--- src/rtl/shift_add_mul.sv ---
// Iterative shift-and-add multiplier with per-operand signedness and a 2*WIDTH product.
// Optional macro MUL_EARLY_EXIT_EN: leave RUN as soon as the remaining multiplier bits are all zero.
module shift_add_mul #(
    parameter int WIDTH = 32
) (
    input  logic             clk,
    input  logic             rst_n,
    input  logic             start,
    input  logic [WIDTH-1:0] a,
    input  logic [WIDTH-1:0] b,
    input  logic             a_signed,
    input  logic             b_signed,
    output logic             busy,
    output logic             done,
    output logic [WIDTH-1:0] product_lo,
    output logic [WIDTH-1:0] product_hi
);

    localparam int CNT_W = $clog2(WIDTH + 1);

    typedef enum logic [1:0] {
        IDLE = 2'd0,
        RUN  = 2'd1,
        FIX  = 2'd2
    } state_t;

    state_t               state_q;
    logic [2*WIDTH-1:0]   acc_q;
    logic [2*WIDTH-1:0]   mcand_q;
    logic [WIDTH-1:0]     mplier_q;
    logic [CNT_W-1:0]     cnt_q;
    logic                 neg_q;
    logic                 done_q;
    logic [WIDTH-1:0]     lo_q;
    logic [WIDTH-1:0]     hi_q;

    logic                 a_neg;
    logic                 b_neg;
    logic [WIDTH-1:0]     mag_a;
    logic [WIDTH-1:0]     mag_b;
    logic [2*WIDTH-1:0]   acc_d;
    logic [WIDTH-1:0]     mplier_d;
    logic                 last_step;

    // Negating the most-negative value wraps back to 2^(WIDTH-1), which is the correct unsigned magnitude.
    assign a_neg = a_signed & a[WIDTH-1];
    assign b_neg = b_signed & b[WIDTH-1];
    assign mag_a = a_neg ? -a : a;
    assign mag_b = b_neg ? -b : b;

    assign acc_d    = mplier_q[0] ? (acc_q + mcand_q) : acc_q;
    assign mplier_d = mplier_q >> 1;

`ifdef MUL_EARLY_EXIT_EN
    assign last_step = (cnt_q == CNT_W'(WIDTH - 1)) || (mplier_d == '0);
`else
    assign last_step = (cnt_q == CNT_W'(WIDTH - 1));
`endif

    always_ff @(posedge clk or negedge rst_n) begin
        if (!rst_n) begin
            state_q  <= IDLE;
            acc_q    <= '0;
            mcand_q  <= '0;
            mplier_q <= '0;
            cnt_q    <= '0;
            neg_q    <= 1'b0;
            done_q   <= 1'b0;
            lo_q     <= '0;
            hi_q     <= '0;
        end else begin
            done_q <= 1'b0;
            case (state_q)
                IDLE: begin
                    if (start) begin
                        acc_q    <= '0;
                        cnt_q    <= '0;
                        mcand_q  <= {{WIDTH{1'b0}}, mag_a};
                        mplier_q <= mag_b;
                        // A zero operand forces a positive result so -0 never appears.
                        neg_q    <= (a_neg ^ b_neg) && (a != '0) && (b != '0);
                        state_q  <= RUN;
                    end
                end
                RUN: begin
                    acc_q    <= acc_d;
                    mcand_q  <= mcand_q << 1;
                    mplier_q <= mplier_d;
                    cnt_q    <= cnt_q + CNT_W'(1);
                    if (last_step) begin
                        state_q <= FIX;
                    end
                end
                FIX: begin
                    {hi_q, lo_q} <= neg_q ? -acc_q : acc_q;
                    done_q       <= 1'b1;
                    state_q      <= IDLE;
                end
                default: state_q <= IDLE;
            endcase
        end
    end

    assign busy       = (state_q != IDLE);
    assign done       = done_q;
    assign product_lo = lo_q;
    assign product_hi = hi_q;

endmodule

--- config.mk ---
export PLATFORM = sky130hd
export DESIGN_NAME = shift_add_mul
export DESIGN_NICKNAME = d
export VERILOG_FILES = /design/src/rtl/shift_add_mul.sv
export SDC_FILE = /design/constraint.sdc
export NUM_CORES = 1
export LEC_CHECK = 0
export BUFFER_PORTS_ARGS = -buffer_cell sky130_fd_sc_hd__buf_2
export CORE_ASPECT_RATIO = 1.1
export CORE_MARGIN = 2
export CORE_UTILIZATION = 30
export CTS_CLUSTER_DIAMETER = 60
export DETAILED_ROUTE_END_ITERATION = 10
export HOLD_SLACK_MARGIN = 0.08
export PLACE_DENSITY_LB_ADDON = 0.15
export SKIP_CTS_REPAIR_TIMING = 1
export SLEW_MARGIN = 40
export SYNTH_ARGS = -nofsm -noshare
export SYNTH_HDL_FRONTEND = slang
export SYNTH_SLANG_ARGS = --single-unit
--- constraint.sdc ---
create_clock -name clk -period 3.3 [get_ports clk]
set_input_delay 0.33 -clock clk [delete_from_list [all_inputs] [get_ports clk]]
set_output_delay 0.33 -clock clk [all_outputs]
set_load 0.1 [all_outputs]
==> impl_metrics.ini, run 1 <==
[routing]
routedWlPerCell_um = 16.8
num_vias = 13800
drtPass1Iterations = 7
remaining_drc_errors = 0
first_iter_violations = 750
drtAntennaViolNets = 0
via_per_inst = 5.05
routed_wl_um = 45800

[cts]
cts_num_sinks = 234
htreeDepth = 1
clock_latency_ns = 0.58
cts-root-buf = clkbuf_16
clkSlewWorstSetupHoldPaths_ns = 0.06
numCtsBuffers = 30
clockBufferDepth = 3
tritoncts = yes

[die]
die_x_um = 218
die_h_um = 239
rows = 86
core_area_sq_mm = 0.0498
start_util = 0.302
die-area_sq_mm = 0.0520
ios = 135

[synth]
ys_seq_elements = 234
synth_warnings = 0
synthArstFlopShare = 1.00
synthCells = 1776
synthTopCellsByArea = dfrtp_1 (39%), o21ai_0 (9.3%), nand2_1 (7.2%)
yosysTopAreaCellShare = 0.389
ys.flop_type = dfrtp_1
ys_types = 70
ys_seq_area_frac = 0.389
syn_avg_cell_area_sq_um = 8.47
syn_nets = 1913
syn_area_sq_mm = 0.0151
synth_top_area_cell = dfrtp_1
synth_edf_count = 0

[critical_path]
cp_max_fo = 3
path_buf_inv = 4
timing.rr.end = acc_q[38]
cp-endpoint = acc_q[38]
cp-end-kind = flip-flop
path_class = flip-flop to flip-flop
cp_num_cells = 16
rrSetupSlack_ns = 0.04
path_delay_family = compound AO/OA/AOI/OAI gates
cpPeakStageDelay_ns = 0.39
worstReg2RegStart = acc_q[0]
crit_start = acc_q[0]
reg2reg_depth = 16
worstPathRequired_ns = 3.77
start_kind = flip-flop
crit_chain = ha_4, inv_2, fa_2, nor2b_2, o31a_1, buf_4, o21ai_2, a211oi_2, o211ai_1, a21oi_1, buf_4, nor3b_4, o21a_1, buf_6, xnor2_2, a22o_1
cp_slowest_cell = dfrtp_1
arrival_ns = 3.73
path_common_cell = buf_4

[global_routing]
antenna_found_initial = 6
grt_usage = 0.176
grt_pass1_wl_um = 73500
grt_pass1_vias = 13500
grt-ovfl-total = 0
grt_max_degree = 87

[power]
clkPwrFrac = 0.197
power_leakage_nw = 8.58
p_per_area_mw_per_mm2 = 898
switching_share = 0.427
comb_power_share = 0.543
p_seq_frac = 0.260
ir_worst_vdd_mv = 0.443
p_switching_mw = 7.31
p_int_mw = 9.82

[final_layout]
drive_above_1_share = 0.215
syn_to_final_growth_pct = 26.8
nNetsFinal = 2181

[sta]
fin_crit_sh = 0.989
hold-worst-slack_ns = 0.0699
setup_tns_ns = 0
setup_viol = 0
finClkSkew_ns = 0.00837
fmax_mhz = 306
hold_viol = 0
period_needed_ns = 3.26
maxSlewViolCount = 0
worst_slew_pin_slew_ns = 0.885
slew_headroom = 0.405
rsz0062_at_grt = yes

[hold_path]
hold-path-cell-count = 3
min_path_type = primary input to flip-flop

[place]
portBuffers = 134
gp_congestion = 0.912
hpwl_um = 35400

[flow_run]
drv_cap = 0

[outcome]
outcome = complete, no violations
==> cell families (layout without fill, tap and decap cells) <==
kind of cell / Yosys count / count (layout) / share of synthesized area
fa+ha+maj: 68 / 68 / 0.0570
buf+inv: 126 / 418 / 0.0318
xor+xnor: 178 / 178 / 0.104
mux: 2 / 2 / 0.00133
compound gates: 617 / 617 / 0.248
flops: 234 / 234 / 0.389
simple gates: 551 / 551 / 0.169
other cells: 0 / 2 / 0
==> worst min-delay path: stages <==
cell and delay [ns]:
buf_2 0.09, xor2_1 0.06, o21ai_0 0.12
==> cells in the final DEF (no fill, tap or decap), types with 62 or more instances in the layout <==
master | netlist | layout
nand2_1 | 290 | 290
buf_2 | 4 | 133
nor2_1 | 83 | 80
ha_1 | 67 | 62
xor2_1 | 105 | 105
dfrtp_1 | 234 | 233
a21oi_1 | 107 | 102
xnor2_1 | 73 | 72
buf_4 | 0 | 183
a22oi_1 | 62 | 62
o21ai_0 | 279 | 271
==> layer usage <==
layer | GRT usage | up-vias | routed length, um
met5 | 0 | - | 34
met4 | 0.0442 | 6 | 978
met3 | 0.0229 | 61 | 2010
met2 | 0.277 | 279 | 20100
met1 | 0.252 | 6496 | 22700
li1 | - | 6943 | -
==> power groups by stage <==
| stage | logic [mW] | clock network, mW | registers (mW) |
|---|---|---|---|
| floorplan | 5.41 | 0 | 4.36 |
| global placement | 8.89 | 0 | 4.47 |
| detailed placement | 8.93 | 0 | 4.48 |
| CTS | 8.97 | 3.49 | 4.44 |
| global route | 10.3 | 3.61 | 4.56 |
| finish | 9.30 | 3.38 | 4.45 |
==> Yosys cell counts (10+ instances only) <==
master / instances
nor3_1: 28
nor4_1: 14
o21ai_1: 14
and2_1: 11
nand3_1: 20
or4_1: 12
buf_1: 11
clkbuf_1: 76
o31ai_1: 27
o21bai_1: 17
a21oi_1: 107
or3_1: 11
nand4_1: 27
nand2b_1: 12
ha_1: 67
nor2b_1: 12
xnor2_1: 73
nand2_1: 290
o21ai_0: 279
nor2_1: 83
dfrtp_1: 234
o41ai_1: 12
o21a_1: 10
o211ai_1: 10
xor2_1: 105
inv_1: 34
a22oi_1: 62
a21o_1: 30
==> registers in the layout, indices dropped and copies added (netlist names) <==
name / cells
state_q: 2
mcand_q: 64
neg_q: 1
cnt_q: 6
product_lo: 32
acc_q: 64
product_hi: 32
mplier_q: 32
done: 1
==> per-stage QoR <==
step                      total power, mW  setup WS [ns]  instance area [sq um]  std cells   util
after floorplan                      9.77          0.365                  15100       1776      -
final                                17.1         0.0372                  19100       2730  0.383
after CTS                            16.9         -0.170                  18700       2715  0.375
after global placement               13.4         -0.139                  17600       2659  0.354
after global routing                 18.5         -0.136                  19100       2729  0.383
after detailed placement             13.4         -0.175                  17600       2659  0.354
==> final cells by class <==
class,count,area (sq um)
sequential,234,5860
timing repair buffer,327,2190
tap,660,826
antenna,2,5.00
inverter,35,131
fill,5095,30700
clock inverter,17,184
clock buffer,39,856
multi-input combinational,1416,9030
==> how the worst min path moves through the flow <==
stage,startpoint,endpoint,slack [ns]
finish,b[15],mplier_q[15],0.07
global route,b[10],mplier_q[10],0.08
CTS,rst_n,acc_q[4],-0.30
detailed placement,rst_n,acc_q[4],0.32
global placement,rst_n,acc_q[4],0.32
floorplan,rst_n,acc_q[0],0.03
Power figures use the tool's default switching activity.
==> run 2: changes to the inputs <==
RECOVER_POWER = 50   (was not set)
==> impl_metrics.ini, run 2 (synthesized netlist as in run 1, its figures left out) <==
[die]
core_area_sq_mm = 0.0498
die_h_um = 239
die_x_um = 218
die-area_sq_mm = 0.0520
ios = 135
start_util = 0.302
rows = 86

[power]
p_per_area_mw_per_mm2 = 902
finalPower_mw = 17.1
power_leakage_nw = 8.46
ir_worst_vdd_mv = 0.443

[final_layout]
largestRegisters = acc_q x64, mcand_q x64
most-common-layout-cells = nand2_1 (290), o21ai_0 (271), dfrtp_1 (233), buf_4 (181), buf_2 (111)
nNetsFinal = 2181
fill_cells = 5105
final_common_cell = nand2_1
drive_above_1_share = 0.204
design_area_sq_mm = 0.0190
final_cells = 2730
syn_to_final_growth_pct = 26.2

[cts]
clockBufferDepth = 3
numCtsBuffers = 30
clkSlewWorstSetupHoldPaths_ns = 0.06
clock_latency_ns = 0.58
cts-root-buf = clkbuf_16
cts_num_sinks = 234
htreeDepth = 1
tritoncts = yes

[global_routing]
grt_max_degree = 87
grt_pass1_vias = 13500
met3_usage = 0.0229
grt.met2_usage = 0.277
grt_pass1_wl_um = 73500
grt_usage = 0.176
grt.busiest_layer = met2
use_met1 = 0.252
antenna_found_initial = 6
grt-ovfl-total = 0

[place]
placed_area_sq_mm = 0.0176
portBuffers = 134
gp_congestion = 0.912
dp.cells = 2659
hpwl_um = 35400
place_ws_ns = -0.175

[sta]
fmax_mhz = 307
worst_slew_pin_slew_ns = 1.67
finClkSkew_ns = 0.00823
hold_viol = 0
maxSlewViolCount = 62
setup_tns_ns = 0
slew_headroom = -0.116
final.setup.worst_slack_ns = 0.0419
period_needed_ns = 3.26
rsz0062_at_grt = yes
setup_viol = 0
fin_crit_sh = 0.987

[flow_run]
drv_cap = 1

[critical_path]
cp-end-kind = flip-flop
path_class = flip-flop to flip-flop
path_delay_family = compound AO/OA/AOI/OAI gates
cp_max_fo = 3
worstPathRequired_ns = 3.77
path_buf_inv = 4
cp_slowest_cell = dfrtp_1
start_kind = flip-flop
crit_chain = ha_4, inv_2, fa_2, nor2b_2, o31a_1, buf_4, o21ai_2, a211oi_2, o211ai_1, a21oi_1, buf_4, nor3b_4, o21a_1, buf_6, xnor2_2, a22o_1
cpPeakStageDelay_ns = 0.39
arrival_ns = 3.73
path_common_cell = buf_4

[routing]
drtAntennaViolNets = 0
via_per_inst = 5.05
routed_wl_um = 45900
remaining_drc_errors = 0
first_iter_violations = 793
routedWlPerCell_um = 16.8
num_vias = 13800
drtPass1Iterations = 5

[hold_path]
min_path_type = primary input to flip-flop

[outcome]
violations = capacitance limit, slew limit
outcome = finished with violations
run 2: cell type report:
class,instances,area [sq um],share of cell area
Inverter,35,131,0.00692
Clock inverter,17,184,0.00968
Sequential cell,234,5860,0.308
Timing Repair Buffer,327,2110,0.111
Tap cell,660,826,0.0435
Multi-Input combinational cell,1416,9030,0.475
Clock buffer,39,856,0.0451
Antenna cell,2,5.00,0.000264
run 2: worst paths after layout:
kind / start / end / slack (ns) / depth (start not counted)
max: acc_q[0] / acc_q[38] / 0.04 / 16
min: b[15] / mplier_q[15] / 0.07 / 3
max reg2reg: acc_q[0] / acc_q[38] / 0.04 / 16
min reg2reg: product_hi[0] / product_hi[0] / 0.47 / 2
max in group asynchronous: rst_n / acc_q[44] / 0.61 / 3
min in group asynchronous: rst_n / mplier_q[27] / 0.73 / 2
run 2: tightest hold or removal path, delay by kind of cell:
family                 cells  cell delay (ns)
AO/OA/AOI/OAI              1             0.12
XOR/XNOR                   1             0.06
buffers and inverters      1             0.09
run 2: through the flow:
stage	hold WS, ns	utilization
detailed placement	0.320	0.354
floorplan	0.0344	-
finish	0.0682	0.381
global placement	0.317	0.354
CTS	-0.295	0.375
global route	0.0803	0.381
run 2: layer usage:
layer / part of all wire / up-vias
li1: - / 6931
met1: 0.49 / 6519
met2: 0.44 / 258
met3: 0.044 / 61
met4: 0.021 / 6
met5: 0.00074 / -
run 2: power by group:
group	internal [mW]	total, mW	switching (mW)
Combinational	4.08	9.29	5.20
Clock	2.06	3.38	1.32
Sequential	3.67	4.45	0.783
Total	9.82	17.1	7.31
==> run 3: changes to the inputs <==
clock period = 3 ns   (was 3.3 ns; I/O delays follow)
==> impl_metrics.ini, run 3 (synthesized netlist as in run 1, its figures left out) <==
[sta]
worst_slew_pin_slew_ns = 1.99
fin_crit_sh = 1.07
hold_viol = 0
maxSlewViolCount = 116
setup_viol = 31
rsz0062_at_grt = yes
final.setup.worst_slack_ns = -0.208
finClkSkew_ns = 0.0171
slew_headroom = -0.327
period_needed_ns = 3.21
fmax_mhz = 312

[routing]
drtAntennaViolNets = 0
num_vias = 14300
drtPass1Iterations = 5
first_iter_violations = 873
remaining_drc_errors = 0
routed_wl_um = 48500
routedWlPerCell_um = 16.8
via_per_inst = 4.96

[final_layout]
syn_to_final_growth_pct = 38.3
final_cells = 2884
drive_above_1_share = 0.286
final_common_cell = buf_4
nNetsFinal = 2332
most-common-layout-cells = buf_4 (303), nand2_1 (284), o21ai_0 (238), dfrtp_1 (233), buf_2 (131)
largestRegisters = acc_q x64, mcand_q x64

[place]
dp.cells = 2784
hpwl_um = 37400
portBuffers = 134
gp_congestion = 0.889

[power]
comb_power_share = 0.591
p_per_area_mw_per_mm2 = 1020
finalPower_mw = 21.2
ir_worst_vdd_mv = 0.540
p_switching_mw = 8.85
switching_share = 0.419
clkPwrFrac = 0.181
p_int_mw = 12.3
p_seq_frac = 0.229
power_leakage_nw = 9.49

[die]
die_h_um = 239
rows = 86
die_x_um = 218
die-area_sq_mm = 0.0520
core_area_sq_mm = 0.0498
start_util = 0.302
ios = 135

[global_routing]
grt-ovfl-total = 0
grt_pass1_vias = 14100
grt_max_degree = 96
grt_usage = 0.184
grt_pass1_wl_um = 76700
antenna_found_initial = 9

[critical_path]
timing.rr.end = acc_q[60]
cp-end-kind = flip-flop
cp_max_fo = 4
start_kind = flip-flop
path_class = flip-flop to flip-flop
rrSetupSlack_ns = -0.21
reg2reg_depth = 15
worstPathRequired_ns = 3.46
worstReg2RegStart = acc_q[0]
arrival_ns = 3.67

[cts]
numCtsBuffers = 31
clkSlewWorstSetupHoldPaths_ns = 0.06
cts-root-buf = clkbuf_16
htreeDepth = 1
clock_latency_ns = 0.58
clockBufferDepth = 3
tritoncts = yes
cts_num_sinks = 234

[flow_run]
drv_cap = 3

[outcome]
violations = capacitance limit, slew limit, setup timing
outcome = finished with violations

[hold_path]
min_path_type = primary input to flip-flop
hold-path-cell-count = 3
min_from = b[10]
hold_end = mplier_q[10]
==> run 3: worst max-delay path by stage <==
stage          depth (start not counted)  slack, ns  startpoint   endpoint
6_report                              15      -0.21    acc_q[0]  acc_q[60]
5_1_grt                               15      -0.35  mcand_q[0]  acc_q[60]
4_1_cts                               15      -0.55   acc_q[39]  acc_q[58]
3_5_place_dp                          15      -0.51   acc_q[39]  acc_q[58]
3_3_place_gp                          15      -0.59   acc_q[39]  acc_q[62]
2_1_floorplan                         13       0.07   acc_q[19]  acc_q[63]
==> run 3: worst max-delay path, cell delays in order, from the launching register on <==
cell and delay [ns]:
dfrtp_1 0.42, ha_2 0.21, inv_2 0.05, fa_2 0.21, nor2b_4 0.05, o31a_1 0.34
o31ai_4 0.27, a21oi_2 0.11, o31ai_1 0.27, buf_4 0.18, nand2_4 0.05, o211ai_1 0.23
nand2b_1 0.15, o31ai_2 0.26, xor2_1 0.20, o21ai_1 0.08
==> run 3: through the flow <==
step / utilization / worst slack (ns) / setup TNS [ns] / cell area, sq um / hold slack, ns
finish: 0.418 / -0.208 / -3.02 / 20800 / 0.0423
global route: 0.418 / -0.354 / -11.05 / 20800 / 0.0894
CTS: 0.395 / -0.554 / -11.22 / 19700 / -0.206
detailed placement: 0.374 / -0.505 / -10.42 / 18600 / 0.398
global placement: 0.373 / -0.593 / -10.66 / 18600 / 0.399
floorplan: - / 0.0654 / 0 / 15100 / 0.00441
==> run 3: routing by layer <==
layer | up-vias | wire length [um] | GRT usage
met2 | 266 | 21500 | 0.292
met1 | 6749 | 24100 | 0.265
met3 | 52 | 2030 | 0.0248
li1 | 7231 | - | -
met4 | 6 | 843 | 0.0423
met5 | - | 28 | 0
==> run 3: power by group through the flow <==
stage	logic (mW)	registers, mW	clock network [mW]
3_3_place_gp	11.2	4.83	0
2_1_floorplan	5.95	4.80	0
3_5_place_dp	11.3	4.85	0
4_1_cts	11.3	4.80	3.94
6_report	12.5	4.84	3.82
5_1_grt	13.7	4.95	4.05
==> run 3: area by class of cell <==
cell class / count / area (sq um)
fill: 5011 / 29000
multi-input combinational: 1416 / 9520
sequential: 234 / 5860
timing repair buffer: 477 / 3400
clock buffer: 44 / 895
tap: 660 / 826
clock inverter: 13 / 168
inverter: 35 / 134
antenna: 5 / 12.5
